==> src/rtl/colormap_pkg.sv <==
// Shared types and the heatmap helper for the gray-to-RGB colormap stream.
package colormap_pkg;

  typedef enum logic [1:0] {CM_GRAY, CM_HEAT, CM_IHEAT, CM_THRESH} cmap_mode_t;

  localparam int          SEG_W    = 64;
  localparam int          SEG_BITS = $clog2(SEG_W);
  localparam logic [7:0]  FULL     = 8'd255;

  typedef struct packed {
    logic       sof;
    cmap_mode_t mode;
    logic [7:0] thresh;
    logic [7:0] gray;
  } s1_t;

  typedef struct packed {
    logic        sof;
    logic [23:0] pixel;
  } s2_t;

  // Four 64-wide segments: blue -> cyan -> green -> yellow -> red.
  function automatic logic [23:0] heat_rgb(input logic [7:0] g);
    logic [7:0] f;
    logic [7:0] nf;
    f  = {g[SEG_BITS-1:0], 2'b00};
    nf = FULL - f;
    case (g[7:SEG_BITS])
      2'd0:    heat_rgb = {8'd0, f,    FULL};
      2'd1:    heat_rgb = {8'd0, FULL, nf};
      2'd2:    heat_rgb = {f,    FULL, 8'd0};
      default: heat_rgb = {FULL, nf,   8'd0};
    endcase
  endfunction

endpackage

==> src/rtl/gray_colormap_stream_stage.sv <==
// One valid/ready register slice; an empty slot always accepts.
module pix_pipe_stage #(
  parameter int W = 8
) (
  input  logic         clk,
  input  logic         reset,
  input  logic         in_valid,
  input  logic [W-1:0] in_data,
  output logic         in_ready,
  output logic         out_valid,
  input  logic         out_ready,
  output logic [W-1:0] out_data
);

  logic         valid_q, valid_d;
  logic [W-1:0] data_q, data_d;

  assign in_ready  = !valid_q || out_ready;
  assign out_valid = valid_q;
  assign out_data  = data_q;

  always_comb begin
    valid_d = valid_q;
    data_d  = data_q;
    if (in_ready) begin
      valid_d = in_valid;
      if (in_valid) data_d = in_data;
    end
  end

  always_ff @(posedge clk) begin
    if (reset) begin
      valid_q <= 1'b0;
      data_q  <= '0;
    end else begin
      valid_q <= valid_d;
      data_q  <= data_d;
    end
  end

endmodule

==> src/rtl/gray_colormap_stream.sv <==
// Two-stage gray -> RGB colormap stream; map and threshold latch on each accepted SOF beat.
module gray_colormap_stream
  import colormap_pkg::*;
#(
  parameter logic [7:0] THRESH_RST = 8'h80
) (
  input  logic        clk,
  input  logic        reset,
  input  logic        in_valid,
  output logic        in_ready,
  input  logic [7:0]  in_gray,
  input  logic        in_sof,
  input  logic [1:0]  cfg_mode,
  input  logic [7:0]  cfg_thresh,
  output logic        out_valid,
  input  logic        out_ready,
  output logic [23:0] out_pixel,
  output logic        out_sof
);

  cmap_mode_t mode_q, mode_d;
  logic [7:0] thresh_q, thresh_d;

  s1_t  s1_in, s1_out;
  s2_t  s2_in, s2_out;
  logic v1, rdy2, v2;
  logic accept;

  assign accept = in_valid && in_ready;

  // The SOF beat itself already uses the freshly sampled configuration.
  always_comb begin
    mode_d   = mode_q;
    thresh_d = thresh_q;
    if (accept && in_sof) begin
      mode_d   = cmap_mode_t'(cfg_mode);
      thresh_d = cfg_thresh;
    end
  end

  always_ff @(posedge clk) begin
    if (reset) begin
      mode_q   <= CM_GRAY;
      thresh_q <= THRESH_RST;
    end else begin
      mode_q   <= mode_d;
      thresh_q <= thresh_d;
    end
  end

  always_comb begin
    s1_in.sof    = in_sof;
    s1_in.mode   = in_sof ? cmap_mode_t'(cfg_mode) : mode_q;
    s1_in.thresh = in_sof ? cfg_thresh : thresh_q;
    s1_in.gray   = in_gray;
  end

  pix_pipe_stage #(.W($bits(s1_t))) u_stage1 (
    .clk       (clk),
    .reset     (reset),
    .in_valid  (in_valid),
    .in_data   (s1_in),
    .in_ready  (in_ready),
    .out_valid (v1),
    .out_ready (rdy2),
    .out_data  (s1_out)
  );

  always_comb begin
    s2_in.sof   = s1_out.sof;
    s2_in.pixel = {s1_out.gray, s1_out.gray, s1_out.gray};
    case (s1_out.mode)
      CM_HEAT:   s2_in.pixel = heat_rgb(s1_out.gray);
      CM_IHEAT:  s2_in.pixel = heat_rgb(FULL - s1_out.gray);
      CM_THRESH: s2_in.pixel = (s1_out.gray >= s1_out.thresh) ? 24'hFFFFFF : 24'h000000;
      default:   ;
    endcase
  end

  pix_pipe_stage #(.W($bits(s2_t))) u_stage2 (
    .clk       (clk),
    .reset     (reset),
    .in_valid  (v1),
    .in_data   (s2_in),
    .in_ready  (rdy2),
    .out_valid (v2),
    .out_ready (out_ready),
    .out_data  (s2_out)
  );

  assign out_valid = v2;
  assign out_pixel = s2_out.pixel;
  assign out_sof   = s2_out.sof;

endmodule

==> config.mk <==
export PLATFORM = sky130hd
export DESIGN_NAME = gray_colormap_stream
export DESIGN_NICKNAME = d
export VERILOG_FILES = /design/src/rtl/colormap_pkg.sv /design/src/rtl/gray_colormap_stream_stage.sv /design/src/rtl/gray_colormap_stream.sv
export SDC_FILE = /design/constraint.sdc
export NUM_CORES = 1
export LEC_CHECK = 0
export BUFFER_PORTS_ARGS = -buffer_cell sky130_fd_sc_hd__clkbuf_2
export CAP_MARGIN = 40
export CELL_PAD_IN_SITES_DETAIL_PLACEMENT = 0
export CELL_PAD_IN_SITES_GLOBAL_PLACEMENT = 1
export CORE_AREA = 2 2 94 105
export CTS_BUF_LIST = sky130_fd_sc_hd__clkbuf_4 sky130_fd_sc_hd__clkbuf_8
export CTS_CLUSTER_DIAMETER = 200
export DETAILED_ROUTE_END_ITERATION = 8
export DIE_AREA = 0 0 96 107
export PLACE_DENSITY = 0.86
export SLEW_MARGIN = 25
export SYNTH_ARGS = -nofsm -noshare
export SYNTH_HDL_FRONTEND = slang
export SYNTH_HIERARCHICAL = 1
export SYNTH_SLANG_ARGS = --single-unit
==> constraint.sdc <==
create_clock -name clk -period 2.1 [get_ports clk]
set_input_delay 0.105 -clock clk [delete_from_list [all_inputs] [get_ports clk]]
set_output_delay 0.105 -clock clk [all_outputs]
set_load 0.02 [all_outputs]
### Word-level counts from Yosys, hierarchy flattened

Index checks and enable logic that the tools add are counted.
W data, S select, Z words.

| storage, ports and cells | value |
|---|---|
| register bits after elaboration | 56 |
| bits of input ports | 23 |
| output and inout bits | 27 |
| logic and storage cells | 33 |

| cells by class | value |
|---|---|
| add/sub/neg operators | 3 |
| $lt $le $gt $ge | 1 |
| equal/unequal tests | 7 |
| mux-type cells | 6 |
| reductions and logical operators | 10 |

Operators by type and width:

| kind | number |
|---|---|
| $pmux W24 S3 | 3 |
| $mux W24 | 1 |
| $sub A8 B8 Y8 const A | 3 |
| $eq A2 B2 Y1 const B | 4 |
| $ge A8 B8 Y1 | 1 |
| $mux W8 | 1 |
| $eq A2 B1 Y1 const B | 3 |
| $logic_not A2 Y1 | 2 |
| $reduce_and A2 Y1 | 2 |
| $logic_and A1 B1 Y1 | 2 |
| $logic_not A1 Y1 | 2 |
| $logic_or A1 B1 Y1 | 2 |
| $mux W2 | 1 |

### Logic depth before layout (Yosys ltp)

Gate-level depths: netlist of run 1.

| logic depth | value |
|---|---|
| depth in word-level cells | 5 |
| mapped depth | 10 |
| depth with buffers taken out | 8 |

### Cells and area by module

The synthesis of run 1 kept the hierarchy.

Modules (own cells, without submodules):

| module | instances | cells an instance | area an instance (um2) | seq. area each (um2) |
|---|---|---|---|---|
| gray_colormap_stream | 1 | 230 | 1,561.5 | 200.2 |
| pix_pipe_stage at u_stage2 | 1 | 119 | 1,226.2 | 520.5 |
| pix_pipe_stage at u_stage1 | 1 | 90 | 938.4 | 400.4 |

### Worst setup path after synthesis of run 1

OpenSTA, ideal clock, no wires.

| timing | value |
|---|---|
| path kind | reg2reg |
| start point | register u_stage1.data_q[0], in the netlist u_stage1/out_data[0] |
| end point | register u_stage2.data_q[11], in the netlist u_stage2/out_data[11] |
| library setup time | 0.125 ns |
| data arrival time | 1.929 ns |
| data required time | 1.975 ns |
| slack | 0.047 ns |
| stages on the path, launching flop included | 11 |
| path buffers | 2 |
| clock period less this slack | 2.053 ns |
| cells stage by stage | dfxtp_1 clkbuf_1 inv_1 ha_1 nor2_1 a21oi_1 o31ai_2 clkbuf_1 nand4_1 nand3_1 a21oi_2 |

RTL lines:

| element | line | source |
|---|---|---|
| from (decl) | gray_colormap_stream_stage.sv:16 | `logic [W-1:0] data_q, data_d;` |
| from (signal assigned) | gray_colormap_stream_stage.sv:37 | `data_q <= data_d;` |
| to (signal assigned) | gray_colormap_stream_stage.sv:37 |  |
| to (decl) | gray_colormap_stream_stage.sv:16 |  |

==> Flow_metrics.wiki, run 1 <==
{| class="wikitable"
! Metric !! Value
|-
| Adder-Cell Fraction of Synth Area || 4.37%
|-
| Routability Congestion || 0.942
|-
| Pin count of the biggest net entering global routing || 52
|-
| Antenna-violating nets left || 0
|-
| Start-to-end type of the worst setup path || register to register
|-
| Most common library cells after synthesis || dfxtp_1, nand3_1, a21bo_1, a21oi_2, a21oi_1
|-
| Setup repair after global routing missed its margin || false
|-
| TritonCTS clock tree || built
|-
| Post-synth top flop || dfxtp_1
|-
| Critical path required time || 2.36 ns
|-
| Slowest stage cell, crit path || or3b_4
|-
| Total placed instance area || 4020 µm²
|-
| Capture endpoint of the worst hold path || thresh_q[5]
|-
| Total routing usage reported by global routing || 18.2%
|-
| Total wire length || roughly 9100 µm
|-
| Multiplexer fraction of the synthesized cell area || 3.83%
|-
| Clk sinks || 56
|-
| Cell-by-cell trace of the critical path || ha_1, or3b_4, o32a_1, nand4_1, nand3_1, a21oi_2
|-
| GRT overflow || 0
|-
| Hold Violations, Final || 0
|-
| Buffers plus inverters on the worst setup path || 0
|-
| Normalized max-slew margin || 66.9%
|-
| Arr. time, crit path || around 2.1 ns
|-
| HPWL after detailed placement || 6290 µm
|-
| Worst path max stage delay || 0.45 ns
|-
| Total nets after synthesis || 475
|-
| Hold Path Stages || 3
|-
| Filler cell count in the final layout || 922
|-
| Die H || roughly 110 µm
|-
| Post_cts resized || 0
|-
| Final setup fails || 0
|-
| Post-layout power || about 2.6 mW
|-
| Number of hold-repair buffers added at the cts stage || 0
|-
| Main combinational cell family by area after synthesis || compound AO/OA/AOI/OAI gates
|-
| Top delay family on crit path || simple AND/OR/NAND/NOR gates
|-
| TritonCTS buffer count || 5
|-
| Run status || finished clean
|-
| Setup TNS || 0 ns
|-
| Post-detailed-route DRC marker count || 0
|-
| Leak || around 1.6 nW
|-
| Via count of the first global-routing pass || 3,111
|-
| Post-route cell area || 4220 µm²
|-
| Number of cells on the worst reg-to-reg path || 6
|-
| Number of vias per cell after detailed routing || 5.56
|-
| Worst hold start || cfg_thresh[5]
|-
| Clock transition time at the flip-flop clock pins of the worst setup and hold paths || 0.10 ns
|-
| Met1 track demand over resource || 26.3%
|-
| Die Outline Area || 10,300 µm²
|-
| Wire length of the first global-routing pass || 15,300 µm
|-
| VDD IR max || approximately 0.00045 V
|-
| Final worst hold slack || 0.0138 ns
|-
| Highest clock rate || 531 MHz
|-
| Count of TritonRoute iterations in the first routing pass || 6
|-
| Library cell with the largest summed area after synthesis || dfxtp_1
|-
| Count of pins over their slew limit || 0
|-
| Nets@finish || 503
|-
| Growth of design area from synthesis to finish || 13.1%
|-
| Cell count after synthesis || 439
|-
| Die outline width || 96 µm
|-
| Share of layout cells above drive strength 1 || 29.7%
|-
| Cell area after technology mapping || 3730 µm²
|-
| Register-to-register path setup slack || 0.22 ns
|-
| Met2 Track Usage GR || 29.0%
|-
| XOR/XNOR share of the synthesized area || 0%
|-
| Antenna violations before repair || 0
|-
| Clock latency on the worst-skew pair || 0.31 ns
|-
| Layer with the highest usage || met2
|-
| Number of vias in the routed layout || 3,253
|-
| Maximum buffer depth of the clock tree || 2
|-
| Yosys top cell area share || 30.1%
|-
| Async SR Flop Fraction || 0%
|-
| # rows || 37
|-
| Classification of the worst-slack hold path || primary input to register
|-
| Number of warning messages in the yosys log || 6
|-
| Top area cells in the synthesized netlist || dfxtp_1, a21bo_1, a21oi_2
|-
| Average wire per standard cell || about 16 µm
|-
| Core footprint || 9210 µm²
|-
| Startpoint class of the critical path || register
|-
| Mean post-synth cell area || about 8.5 µm²
|-
| Most frequently used cell type in the post-synthesis netlist || dfxtp_1
|-
| Share of the yosys chip area belonging to registers || a little under a third
|-
| Synth Area in Compound Gates || 35.3%
|-
| R2r startpoint || u_stage1/out_data[6]
|-
| Skew final || 0.00562 ns
|-
| Worst reg2reg path endpoint || u_stage2/out_data[6]
|-
| Min cycle time layout || 1.88 ns
|-
| Antenna fix cells || 0
|-
| Power per cell area || between 600 and 700 nW/µm²
|-
| Met3 GRT Util || 2.67%
|-
| H-tree depth || 2
|-
| Crit path max fanout || 8
|-
| Number of setup buffers added after CTS || 0
|-
| Drt initial violations || 132
|-
| EDFF count, synth || 0
|-
| Cell at the root of the clock tree || clkbuf_8
|-
| Basic-gate share of the synthesized area counting and, or, nand and nor cells || 17.8%
|-
| Starting density of the core || roughly two fifths
|-
| Number of input and output port buffers inserted || 49
|-
| Count of max-cap constraint violations || 0
|-
| Ports placed on the boundary || 50
|-
| Count of distinct cell types in the synthesized netlist || 38
|-
| Worst-margin pin slew || 0.497 ns
|-
| Period Utilization, post-route || 89.7%
|-
| Number of flip-flops and latches in the synthesized netlist || between 50 and 60
|-
| Type of element capturing the critical path || register
|}
-- state kept, by name, summed over array words and instances (netlist names) --
name and flops:
mode_q 2, u_stage1/out_valid 1, u_stage2/out_data 25, thresh_q 8, u_stage1/out_data 19, u_stage2/out_valid 1
-- cells in the final DEF, fill, tap and decap left out, types with 5 or more instances in the layout --
cell type  instances
nor2_1             9
a21oi_1           38
nand2_1           33
nor2b_1            9
o32a_1            10
clkbuf_8           5
a221oi_1           6
nand3_1           49
clkbuf_2          49
ha_1              13
inv_1             15
dfxtp_1           54
buf_4             18
a21oi_2           42
mux2_2            10
a21o_1             6
o21ai_0            7
a21bo_1           42
nand4_1           19
-- worst max-delay path by stage --
| stage | endpoint | cells after the start | slack, ns | startpoint |
|---|---|---|---|---|
| 2_1_floorplan | u_stage2/out_data[11] | 10 | 0.05 | u_stage1/out_data[0] |
| 3_3_place_gp | u_stage2/out_data[13] | 8 | 0.08 | u_stage1/out_data[7] |
| 3_5_place_dp | u_stage2/out_data[13] | 8 | 0.04 | u_stage1/out_data[7] |
| 4_1_cts | u_stage2/out_data[13] | 8 | 0.02 | u_stage1/out_data[7] |
| 5_1_grt | u_stage2/out_data[16] | 9 | 0.11 | u_stage1/out_data[13] |
| 6_report | u_stage2/out_data[6] | 6 | 0.22 | u_stage1/out_data[6] |
-- power by group --
group	switching, mW	leakage [nW]	internal [mW]
clock	0.359	0.0784	0.596
combinational	0.297	1.10	0.210
sequential	0.0333	0.458	1.11
total	0.689	1.63	1.92
-- tightest hold or removal path: cells and delay by family --
kind	cells	cell delay, ns
compound gates	1	0.05
buf+inv	1	0.09
simple gates	1	0.05
-- per-stage QoR --
stage	utilization, %	worst slack [ns]	std cells
after detailed placement	43.7	0.0377	575
after global routing	45.8	0.109	585
after floorplan	-	0.0466	439
after CTS	45.4	0.0166	583
final	45.8	0.217	585
after global placement	43.7	0.0806	575
-- area by class of cell --
class                      count  area, µm²  area share, %
inverter                      15       56.3           1.34
sequential                    56       1120           26.7
multi-input combinational    319       2290           54.3
tap                          117        146           3.47
timing repair buffer          70        440           10.4
clock buffer                   5       68.8           1.63
clock inverter                 3       90.1           2.14
-- kinds of logic after synthesis --
logic type / after synthesis
AO/OA/AOI/OAI: 163
flip-flops: 56
AND/OR/NAND/NOR: 130
multiplexers: 13
adder cells (fa/ha/maj): 13
buffers and inverters: 64
-- layer usage --
layer  vias to the layer above  part of all wire [%]  routed length [µm]
met5                         -                     0                   0
met4                         0                   1.0                  91
li1                       1644                     -                   -
met1                      1489                    48                4370
met2                       115                    46                4170
met3                         5                   5.3                 486
No activity file was read; power rests on OpenSTA's default activity.
==> run 2: changes to the inputs <==
--- a/config.mk
+++ b/config.mk
@@ -9,14 +9,13 @@
 export CAP_MARGIN = 40
 export CELL_PAD_IN_SITES_DETAIL_PLACEMENT = 0
 export CELL_PAD_IN_SITES_GLOBAL_PLACEMENT = 1
-export CORE_AREA = 2 2 94 105
+export CORE_AREA = 2 2 85 95
 export CTS_BUF_LIST = sky130_fd_sc_hd__clkbuf_4 sky130_fd_sc_hd__clkbuf_8
 export CTS_CLUSTER_DIAMETER = 200
 export DETAILED_ROUTE_END_ITERATION = 8
-export DIE_AREA = 0 0 96 107
+export DIE_AREA = 0 0 87 97
 export PLACE_DENSITY = 0.86
 export SLEW_MARGIN = 25
 export SYNTH_ARGS = -nofsm -noshare
 export SYNTH_HDL_FRONTEND = slang
-export SYNTH_HIERARCHICAL = 1
 export SYNTH_SLANG_ARGS = --single-unit
==> run 2 against run 1 <==
Against the previous run:
- sequential share of layout area rose by 5.8 points
- first-iteration DRC count fell by 2.3%
- design area fell by 18%
- sequential cell count did not move
- cell count fell by 16%
- clock power fell by 34%
- sequential power barely moved
- worst setup slack got worse by 0.11 ns
- utilization rose by 1.0 points
- clock-buffer cell count rose by 2
- maximum frequency fell by 5.5%
- via count fell by 20%
- critical endpoint is now u_stage2.out_data[13]
==> Flow_metrics.wiki, run 2 <==
{| class="wikitable"
! Metric !! Value
|-
| Run status || finished clean (unchanged)
|-
| Final worst hold slack || 0.0103 ns (was 0.0138 ns)
|-
| Start-to-end type of the worst setup path || register to register (unchanged)
|-
| VDD IR max || 0.000393 V (was 0.000445 V)
|-
| Filler cell count in the final layout || 755 (was 922)
|-
| Pre-CTS setup slack || -0.254 ns (was 0.0377 ns)
|-
| Die Outline Area || 8440 µm² (was 10,300 µm²)
|-
| Wire length of the first global-routing pass || 12,000 µm (was 15,300 µm)
|-
| Most frequently used cell type in the post-synthesis netlist || dfxtp_1 (unchanged)
|-
| Share of the yosys chip area belonging to registers || 39.1% (was 30.1%)
|-
| Cell-by-cell trace of the critical path || inv_1, ha_1, nand2b_4, a2111oi_4, nor4_4, nor3b_2, buf_4, a311oi_1 (was ha_1, or3b_4, o32a_1, nand4_1, nand3_1, a21oi_2)
|-
| Classification of the worst-slack hold path || primary input to register (unchanged)
|-
| Most frequent standard cell in the layout excluding fill and tap cells || dfxtp_1 (unchanged)
|-
| Cell area after technology mapping || 2870 µm² (was 3730 µm²)
|-
| Antenna violations before repair || 0 (unchanged)
|-
| Max FFs per register || 25 (unchanged)
|-
| Nets@finish || 442 (was 503)
|-
| Number of flip-flops and latches in the synthesized netlist || 56 (unchanged)
|-
| Utilization after layout || 46.8% (was 45.8%)
|-
| GRT overflow || 0 (unchanged)
|-
| Post-route setup slack || 0.107 ns (was 0.217 ns)
|-
| Library cell with the largest summed area after synthesis || dfxtp_1 (unchanged)
|-
| Antenna-violating nets left || 0 (unchanged)
|-
| HPWL after detailed placement || 5400 µm (was 6290 µm)
|-
| Growth of design area from synthesis to finish || 20.6% (was 13.1%)
|-
| Number of input and output port buffers inserted || 49 (unchanged)
|-
| Most common library cells after synthesis || dfxtp_1, nor2_1, a21oi_1 (was dfxtp_1, nand3_1, a21bo_1, a21oi_2, a21oi_1)
|-
| Clk sinks || 56 (unchanged)
|-
| Worst path max stage delay || 0.53 ns (was 0.45 ns)
|-
| Routability Congestion || 0.860 (was 0.942)
|-
| TritonCTS buffer count || 5 (unchanged)
|-
| Via count of the first global-routing pass || 2,467 (was 3,111)
|-
| Final setup fails || 0 (unchanged)
|-
| TritonCTS clock tree || built (unchanged)
|-
| Mean post-synth cell area || 8.10 µm² (was 8.49 µm²)
|-
| EDFF count, synth || 0 (unchanged)
|-
| Number of vias in the routed layout || 2,618 (was 3,253)
|-
| Highest clock rate || 502 MHz (was 531 MHz)
|-
| Top area cells in the synthesized netlist || dfxtp_1, a21oi_1, nor2_1 (was dfxtp_1, a21bo_1, a21oi_2)
|-
| Number of warning messages in the yosys log || 0 (was 6)
|-
| Clock latency on the worst-skew pair || 0.31 ns (about the same)
|-
| Leak || 1.44 nW (was 1.63 nW)
|-
| Count of TritonRoute iterations in the first routing pass || 4 (was 6)
|-
| Total nets after synthesis || 390 (was 475)
|-
| Antenna fix cells || 0 (unchanged)
|-
| Buffers plus inverters on the worst setup path || 2 (was 0)
|-
| Number of vias per cell after detailed routing || 5.30 (was 5.56)
|-
| Critical path required time || 2.33 ns (was 2.36 ns)
|-
| Maximum buffer depth of the clock tree || 2 (unchanged)
|-
| Async SR Flop Fraction || 0% (unchanged)
|-
| Drt initial violations || 129 (was 132)
|-
| Slowest stage cell, crit path || nor4_4 (was or3b_4)
|-
| Post-layout power || 2.30 mW (was 2.60 mW)
|-
| Post-detailed-route DRC marker count || 0 (unchanged)
|-
| Normalized max-slew margin || 59.6% (was 66.9%)
|-
| Hold Violations, Final || 0 (unchanged)
|-
| Share of layout cells above drive strength 1 || 23.3% (was 29.7%)
|-
| Type of element capturing the critical path || register (unchanged)
|-
| Cell at the root of the clock tree || clkbuf_8 (unchanged)
|-
| Startpoint class of the critical path || register (unchanged)
|-
| Clock transition time at the flip-flop clock pins of the worst setup and hold paths || 0.10 ns (about the same)
|-
| Worst-margin pin slew || 0.606 ns (was 0.497 ns)
|-
| Ports placed on the boundary || 50 (unchanged)
|-
| Count of pins over their slew limit || 0 (unchanged)
|-
| Cell count after synthesis || 354 (was 439)
|-
| Top delay family on crit path || simple AND/OR/NAND/NOR gates (unchanged)
|-
| Yosys top cell area share || 39.1% (was 30.1%)
|-
| # rows || 33 (was 37)
|-
| Number of hold-repair buffers added at the cts stage || 0 (unchanged)
|-
| Core footprint || 7390 µm² (was 9210 µm²)
|-
| Power per cell area || 665 nW/µm² (was 618 nW/µm²)
|-
| Crit path max fanout || 5 (was 8)
|-
| Min cycle time layout || 1.99 ns (was 1.88 ns)
|-
| Total routing usage reported by global routing || 17.6% (was 18.2%)
|-
| Total wire length || 7220 µm (was 9120 µm)
|-
| Die H || 97 µm (was 107 µm)
|-
| Leading cell types in the layout, fill and taps excluded || dfxtp_1, clkbuf_2, nor2_1 (was dfxtp_1, nand3_1, clkbuf_2)
|-
| Period Utilization, post-route || 94.9% (was 89.7%)
|-
| Starting density of the core || 38.8% (was 40.4%)
|-
| Arr. time, crit path || 2.22 ns (was 2.14 ns)
|-
| Count of distinct cell types in the synthesized netlist || 34 (was 38)
|-
| Count of max-cap constraint violations || 0 (unchanged)
|-
| Die outline width || 87 µm (was 96 µm)
|-
| H-tree depth || 2 (unchanged)
|-
| Skew final || 0.00487 ns (was 0.00562 ns)
|-
| Post-synth top flop || dfxtp_1 (unchanged)
|-
| Average wire per standard cell || 14.6 µm (was 15.6 µm)
|-
| Pin count of the biggest net entering global routing || 33 (was 52)
|}
run 2: worst min-delay path, stage by stage:
cell	delay, ns
clkbuf_2	0.08
nand2_1	0.05
a21oi_1	0.05
run 2: repair_timing:
item,in CTS,in global routing
setup endpoints to repair,24,24
pin swaps,0,2
buffers inserted,0,0
gates resized for setup,6,8
run 2: stage by stage:
step / area [µm²] / instances / setup TNS (ns)
6_report: 3460 / 494 / 0
5_1_grt: 3460 / 494 / -0.0276
4_1_cts: 3420 / 494 / 0
3_5_place_dp: 3280 / 486 / -4.17
3_3_place_gp: 3280 / 486 / -1.22
2_1_floorplan: 2870 / 354 / 0
run 2: cell type report:
class                   instances  area (µm²)  area share [%]
clock buffers                   7        90.1            2.61
well taps                      87         109            3.15
flip-flops and latches         56        1120            32.5
multi-input cells             258        1650            47.8
clock inverters                 1        7.51           0.217
repair buffers                 71         423            12.2
inverters                      14        52.6            1.52
run 2: layer usage:
layer	GRT usage (%)	vias to the layer above	share of wire [%]
met4	3.73	0	1.1
met3	2.82	8	4.7
li1	-	1355	-
met2	30.2	79	50
met5	0	-	0
met1	23.0	1176	45
run 2: power breakdown:
| part | leakage [nW] | internal, mW | switching (mW) |
|---|---|---|---|
| Sequential | 0.462 | 1.13 | 0.0420 |
| Combinational | 0.931 | 0.200 | 0.296 |
| Clock | 0.0479 | 0.282 | 0.349 |
| Total | 1.44 | 1.61 | 0.687 |
run 2: cell families (layout without fill, tap and decap cells):
kind of cell / Yosys count / in the layout / share of synthesized area, %
DFF: 56 / 56 / 39.1
muxes: 16 / 16 / 5.59
AOI/OAI and AO/OA: 98 / 98 / 22.6
and+or+nand+nor: 131 / 131 / 21.0
buffers and inverters: 40 / 93 / 6.07
adders and majority gates: 13 / 13 / 5.67
run 2: final timing paths:
| check | from | endpoint | slack, ns | cells past startpoint |
|---|---|---|---|---|
| worst max-delay path | u_stage1.out_data[0] | u_stage2.out_data[13] | 0.11 | 8 |
| worst min-delay path | in_gray[6] | u_stage1.out_data[6] | 0.01 | 3 |
| worst max register to register | u_stage1.out_data[0] | u_stage2.out_data[13] | 0.11 | 8 |
| worst min register to register | thresh_q[0] | thresh_q[0] | 0.46 | 2 |
==> run 3: changes to the inputs <==
--- a/config.mk
+++ b/config.mk
@@ -5,16 +5,19 @@
 export SDC_FILE = /design/constraint.sdc
 export NUM_CORES = 1
 export LEC_CHECK = 0
+export ABC_AREA = 1
 export BUFFER_PORTS_ARGS = -buffer_cell sky130_fd_sc_hd__clkbuf_2
 export CAP_MARGIN = 40
 export CELL_PAD_IN_SITES_DETAIL_PLACEMENT = 0
 export CELL_PAD_IN_SITES_GLOBAL_PLACEMENT = 1
-export CORE_AREA = 2 2 85 95
+export CORE_AREA = 2 2 90 100
 export CTS_BUF_LIST = sky130_fd_sc_hd__clkbuf_4 sky130_fd_sc_hd__clkbuf_8
 export CTS_CLUSTER_DIAMETER = 200
 export DETAILED_ROUTE_END_ITERATION = 8
-export DIE_AREA = 0 0 87 97
-export PLACE_DENSITY = 0.86
+export DIE_AREA = 0 0 92 102
+export GPL_ROUTABILITY_DRIVEN = 1
+export PLACE_DENSITY = 0.85
+export REMOVE_ABC_BUFFERS = 1
 export SLEW_MARGIN = 25
 export SYNTH_ARGS = -nofsm -noshare
 export SYNTH_HDL_FRONTEND = slang
==> run 3 against run 2 <==
Against the previous run:
- utilization fell by 5.4 points
- area after synthesis rose by 5.2%
- register-to-register slack gained 0.09 ns
- critical path type unchanged
- critical endpoint is now u_stage2.out_data[14]
==> Flow_metrics.wiki, run 3 <==
{| class="wikitable"
! Metric !! Value
|-
| Clk sinks || 56 (unchanged)
|-
| Worst reg2reg path endpoint || u_stage2.out_data[14] (was u_stage2.out_data[13])
|-
| Count of distinct cell types in the synthesized netlist || 23 (was 34)
|-
| Normalized max-slew margin || 66.6% (was 59.6%)
|-
| Post-synth top flop || dfxtp_1 (unchanged)
|-
| Share of the yosys chip area belonging to registers || 37.2% (was 39.1%)
|-
| Period Utilization, post-route || 90.6% (was 94.9%)
|-
| Buffers plus inverters on the worst setup path || 2 (unchanged)
|-
| Wire length of the first global-routing pass || 12,500 µm (was 12,000 µm)
|-
| VDD IR max || 0.000280 V (was 0.000393 V)
|-
| R2r startpoint || u_stage1.out_data[6] (was u_stage1.out_data[0])
|-
| EDFF count, synth || 0 (unchanged)
|-
| Count of pins over their slew limit || 0 (unchanged)
|-
| Library cell with the largest summed area after synthesis || dfxtp_1 (unchanged)
|-
| Top delay family on crit path || simple AND/OR/NAND/NOR gates (unchanged)
|-
| Leading cell types in the layout, fill and taps excluded || nand2_1, nor2_1, inv_1 (was dfxtp_1, clkbuf_2, nor2_1)
|-
| Total placed instance area || 3350 µm² (was 3280 µm²)
|-
| Cell at the root of the clock tree || clkbuf_8 (unchanged)
|-
| Cell-by-cell trace of the critical path || inv_1, ha_1, nor2_2, o21ai_0, nand2_1, nand2_1, a21oi_1, nand3_1, nand2_1, inv_1 (was inv_1, ha_1, nand2b_4, a2111oi_4, nor4_4, nor3b_2, buf_4, a311oi_1)
|-
| Worst-margin pin slew || 0.499 ns (was 0.606 ns)
|-
| Number of flip-flops and latches in the synthesized netlist || 56 (unchanged)
|-
| Number of setup buffers added after CTS || 0 (unchanged)
|-
| Setup repair after global routing missed its margin || false
|-
| Starting density of the core || 36.2% (was 38.8%)
|-
| Skew final || 0.00802 ns (was 0.00487 ns)
|-
| Post-layout power || 2.28 mW (was 2.30 mW)
|-
| TritonCTS buffer count || 5 (unchanged)
|-
| Worst path max stage delay || 0.45 ns (was 0.53 ns)
|-
| Startpoint class of the critical path || register (unchanged)
|-
| # rows || 35 (was 33)
|-
| Die Outline Area || 9380 µm² (was 8440 µm²)
|-
| Post-route setup slack || 0.198 ns (was 0.107 ns)
|-
| Run status || finished clean (unchanged)
|-
| Ports placed on the boundary || 50 (unchanged)
|-
| Antenna-violating nets left || 0 (unchanged)
|-
| Drt initial violations || 203 (was 129)
|-
| Pin count of the biggest net entering global routing || 26 (was 33)
|-
| Average wire per standard cell || 12.0 µm (was 14.6 µm)
|-
| Most frequent standard cell in the layout excluding fill and tap cells || nand2_1 (was dfxtp_1)
|-
| HPWL after detailed placement || 5480 µm (was 5400 µm)
|-
| Final setup fails || 0 (unchanged)
|-
| Number of cells on the worst reg-to-reg path || 10 (was 8)
|-
| Power per cell area || 661 nW/µm² (was 665 nW/µm²)
|-
| Number of vias in the routed layout || 2,997 (was 2,618)
|-
| Crit path max fanout || 6 (was 5)
|-
| Leak || 1.63 nW (was 1.44 nW)
|-
| Classification of the worst-slack hold path || primary input to register (unchanged)
|-
| Register-to-register path setup slack || 0.20 ns (was 0.11 ns)
|-
| Utilization after layout || 41.4% (was 46.8%)
|-
| Routability Congestion || 0.857 (was 0.860)
|-
| End point of the critical path || u_stage2.out_data[14] (was u_stage2.out_data[13])
|-
| Count of TritonRoute iterations in the first routing pass || 5 (was 4)
|-
| Filler cell count in the final layout || 937 (was 755)
|-
| Total area of multi-input combinational cells || 1530 µm² (was 1650 µm²)
|-
| GRT overflow || 0 (unchanged)
|-
| Antenna violations before repair || 0 (unchanged)
|-
| Via count of the first global-routing pass || 2,760 (was 2,467)
|-
| Seq. cell area || 1120 µm² (about the same)
|-
| Number of hold-repair buffers added at the cts stage || 0 (unchanged)
|-
| Count of max-cap constraint violations || 0 (unchanged)
|-
| Min cycle time layout || 1.90 ns (was 1.99 ns)
|-
| Top area cells in the synthesized netlist || dfxtp_1, nand2_1, nor2_1 (was dfxtp_1, a21oi_1, nor2_1)
|-
| Most common library cells after synthesis || nand2_1, nor2_1, inv_1 (was dfxtp_1, nor2_1, a21oi_1)
|-
| Depth of the critical timing path with buffers and inverters included || 10 (was 8)
|-
| Die H || 102 µm (was 97 µm)
|-
| Cell area after technology mapping || 3020 µm² (was 2870 µm²)
|-
| Pre-CTS setup slack || 0.241 ns (was -0.254 ns)
|-
| TritonCTS clock tree || built (unchanged)
|-
| Max FFs per register || 25 (unchanged)
|-
| Growth of design area from synthesis to finish || 14.1% (was 20.6%)
|-
| Arr. time, crit path || 2.13 ns (was 2.22 ns)
|-
| Critical path origin || u_stage1.out_data[6] (was u_stage1.out_data[0])
|-
| Share of layout cells above drive strength 1 || 14.5% (was 23.3%)
|-
| Antenna fix cells || 0 (unchanged)
|-
| Total routing usage reported by global routing || 16.1% (was 17.6%)
|-
| Most frequently used cell type in the post-synthesis netlist || nand2_1 (was dfxtp_1)
|-
| Highest clock rate || 526 MHz (was 502 MHz)
|-
| Number of input and output port buffers inserted || 49 (unchanged)
|-
| Post_cts resized || 0 (was 6)
|-
| Start-to-end type of the worst setup path || register to register (unchanged)
|-
| Die outline width || 92 µm (was 87 µm)
|-
| Number of vias per cell after detailed routing || 4.89 (was 5.30)
|-
| Clock transition time at the flip-flop clock pins of the worst setup and hold paths || 0.11 ns (was 0.10 ns)
|-
| Post-route cell area || 3440 µm² (was 3460 µm²)
|-
| Clock latency on the worst-skew pair || 0.32 ns (was 0.31 ns)
|-
| Cell count after synthesis || 459 (was 354)
|-
| Critical path required time || 2.33 ns (about the same)
|-
| Async SR Flop Fraction || 0% (unchanged)
|-
| H-tree depth || 2 (unchanged)
|-
| Most used cell, CP || nand2_1
|-
| Nets@finish || 537 (was 442)
|-
| Post-detailed-route DRC marker count || 0 (unchanged)
|-
| Mean post-synth cell area || 6.57 µm² (was 8.10 µm²)
|-
| Slowest stage cell, crit path || dfxtp_1 (was nor4_4)
|-
| Setup TNS || 0 ns (unchanged)
|-
| Number of warning messages in the yosys log || 0 (unchanged)
|-
| Yosys top cell area share || 37.2% (was 39.1%)
|-
| Hold Violations, Final || 0 (unchanged)
|-
| Maximum buffer depth of the clock tree || 2 (unchanged)
|-
| Total wire length || 7350 µm (was 7220 µm)
|-
| Core footprint || 8320 µm² (was 7390 µm²)
|-
| Type of element capturing the critical path || register (unchanged)
|}
==> run 3: cell count changes after synthesis, sizes merged, moves of 8 or more <==
cell	previous run	this run
nand3	14	38
a31oi	0	18
mux2i	16	0
a211oi	19	0
o21ai	6	24
nor2	49	68
inv	14	69
nand2	41	92
a311oi	17	0
o22ai	0	8
==> run 3: layout make-up <==
| cell class | instances | area share, % |
|---|---|---|
| clock buffer | 5 | 2.00 |
| clock inverter | 3 | 0.654 |
| inverter | 70 | 7.63 |
| multi-input combinational | 312 | 44.5 |
| sequential | 56 | 32.6 |
| tap | 111 | 4.03 |
| timing repair buffer | 56 | 8.65 |
==> run 3: power breakdown <==
| part | total [mW] | switching, mW | internal, mW |
|---|---|---|---|
| combinational | 0.481 | 0.310 | 0.171 |
| sequential | 1.18 | 0.0521 | 1.13 |
| clock | 0.612 | 0.372 | 0.240 |
==> run 3: worst reg2reg max path, stage by stage (launching register included) <==
cell and delay (ns):
dfxtp_1 0.45, inv_1 0.13, ha_1 0.40, nor2_2 0.28
o21ai_0 0.13, nand2_1 0.08, nand2_1 0.05, a21oi_1 0.11
nand3_1 0.09, nand2_1 0.07, inv_1 0.03
==> run 3: how the worst min path moves through the flow <==
stage,from,end,slack (ns),depth (start not counted)
after detailed placement,cfg_thresh[7],thresh_q[7],0.37,3
after global placement,cfg_thresh[7],thresh_q[7],0.36,3
after floorplan,reset,mode_q[0],0.17,1
after global routing,cfg_thresh[2],thresh_q[2],0.04,3
after CTS,cfg_mode[1],mode_q[1],0.03,3
final,cfg_mode[1],mode_q[1],0.04,3
==> run 3: cell families (layout without fill, tap and decap cells) <==
kind of cell,count (synthesis),in the layout,synth area share [%]
AO/OA/AOI/OAI,100,100,18.0
adder cells (fa/ha/maj),13,13,5.39
buffers and inverters,91,134,12.1
flip-flops,56,56,37.2
AND/OR/NAND/NOR,199,199,27.3
==> run 3: through the flow <==
stage | instances | hold WS [ns]
after floorplan | 438 | 0.174
after global placement | 605 | 0.361
after detailed placement | 605 | 0.367
after CTS | 613 | 0.0336
after global routing | 613 | 0.0419
final | 613 | 0.0412
==> run 3: layer usage <==
layer  GRT usage [%]  wire (µm)  up-vias
met2            27.9       3500       88
met3            3.39        357       12
met5               0          0        -
met4            4.82        106        0
met1            20.2       3390     1338
li1                -          -     1559
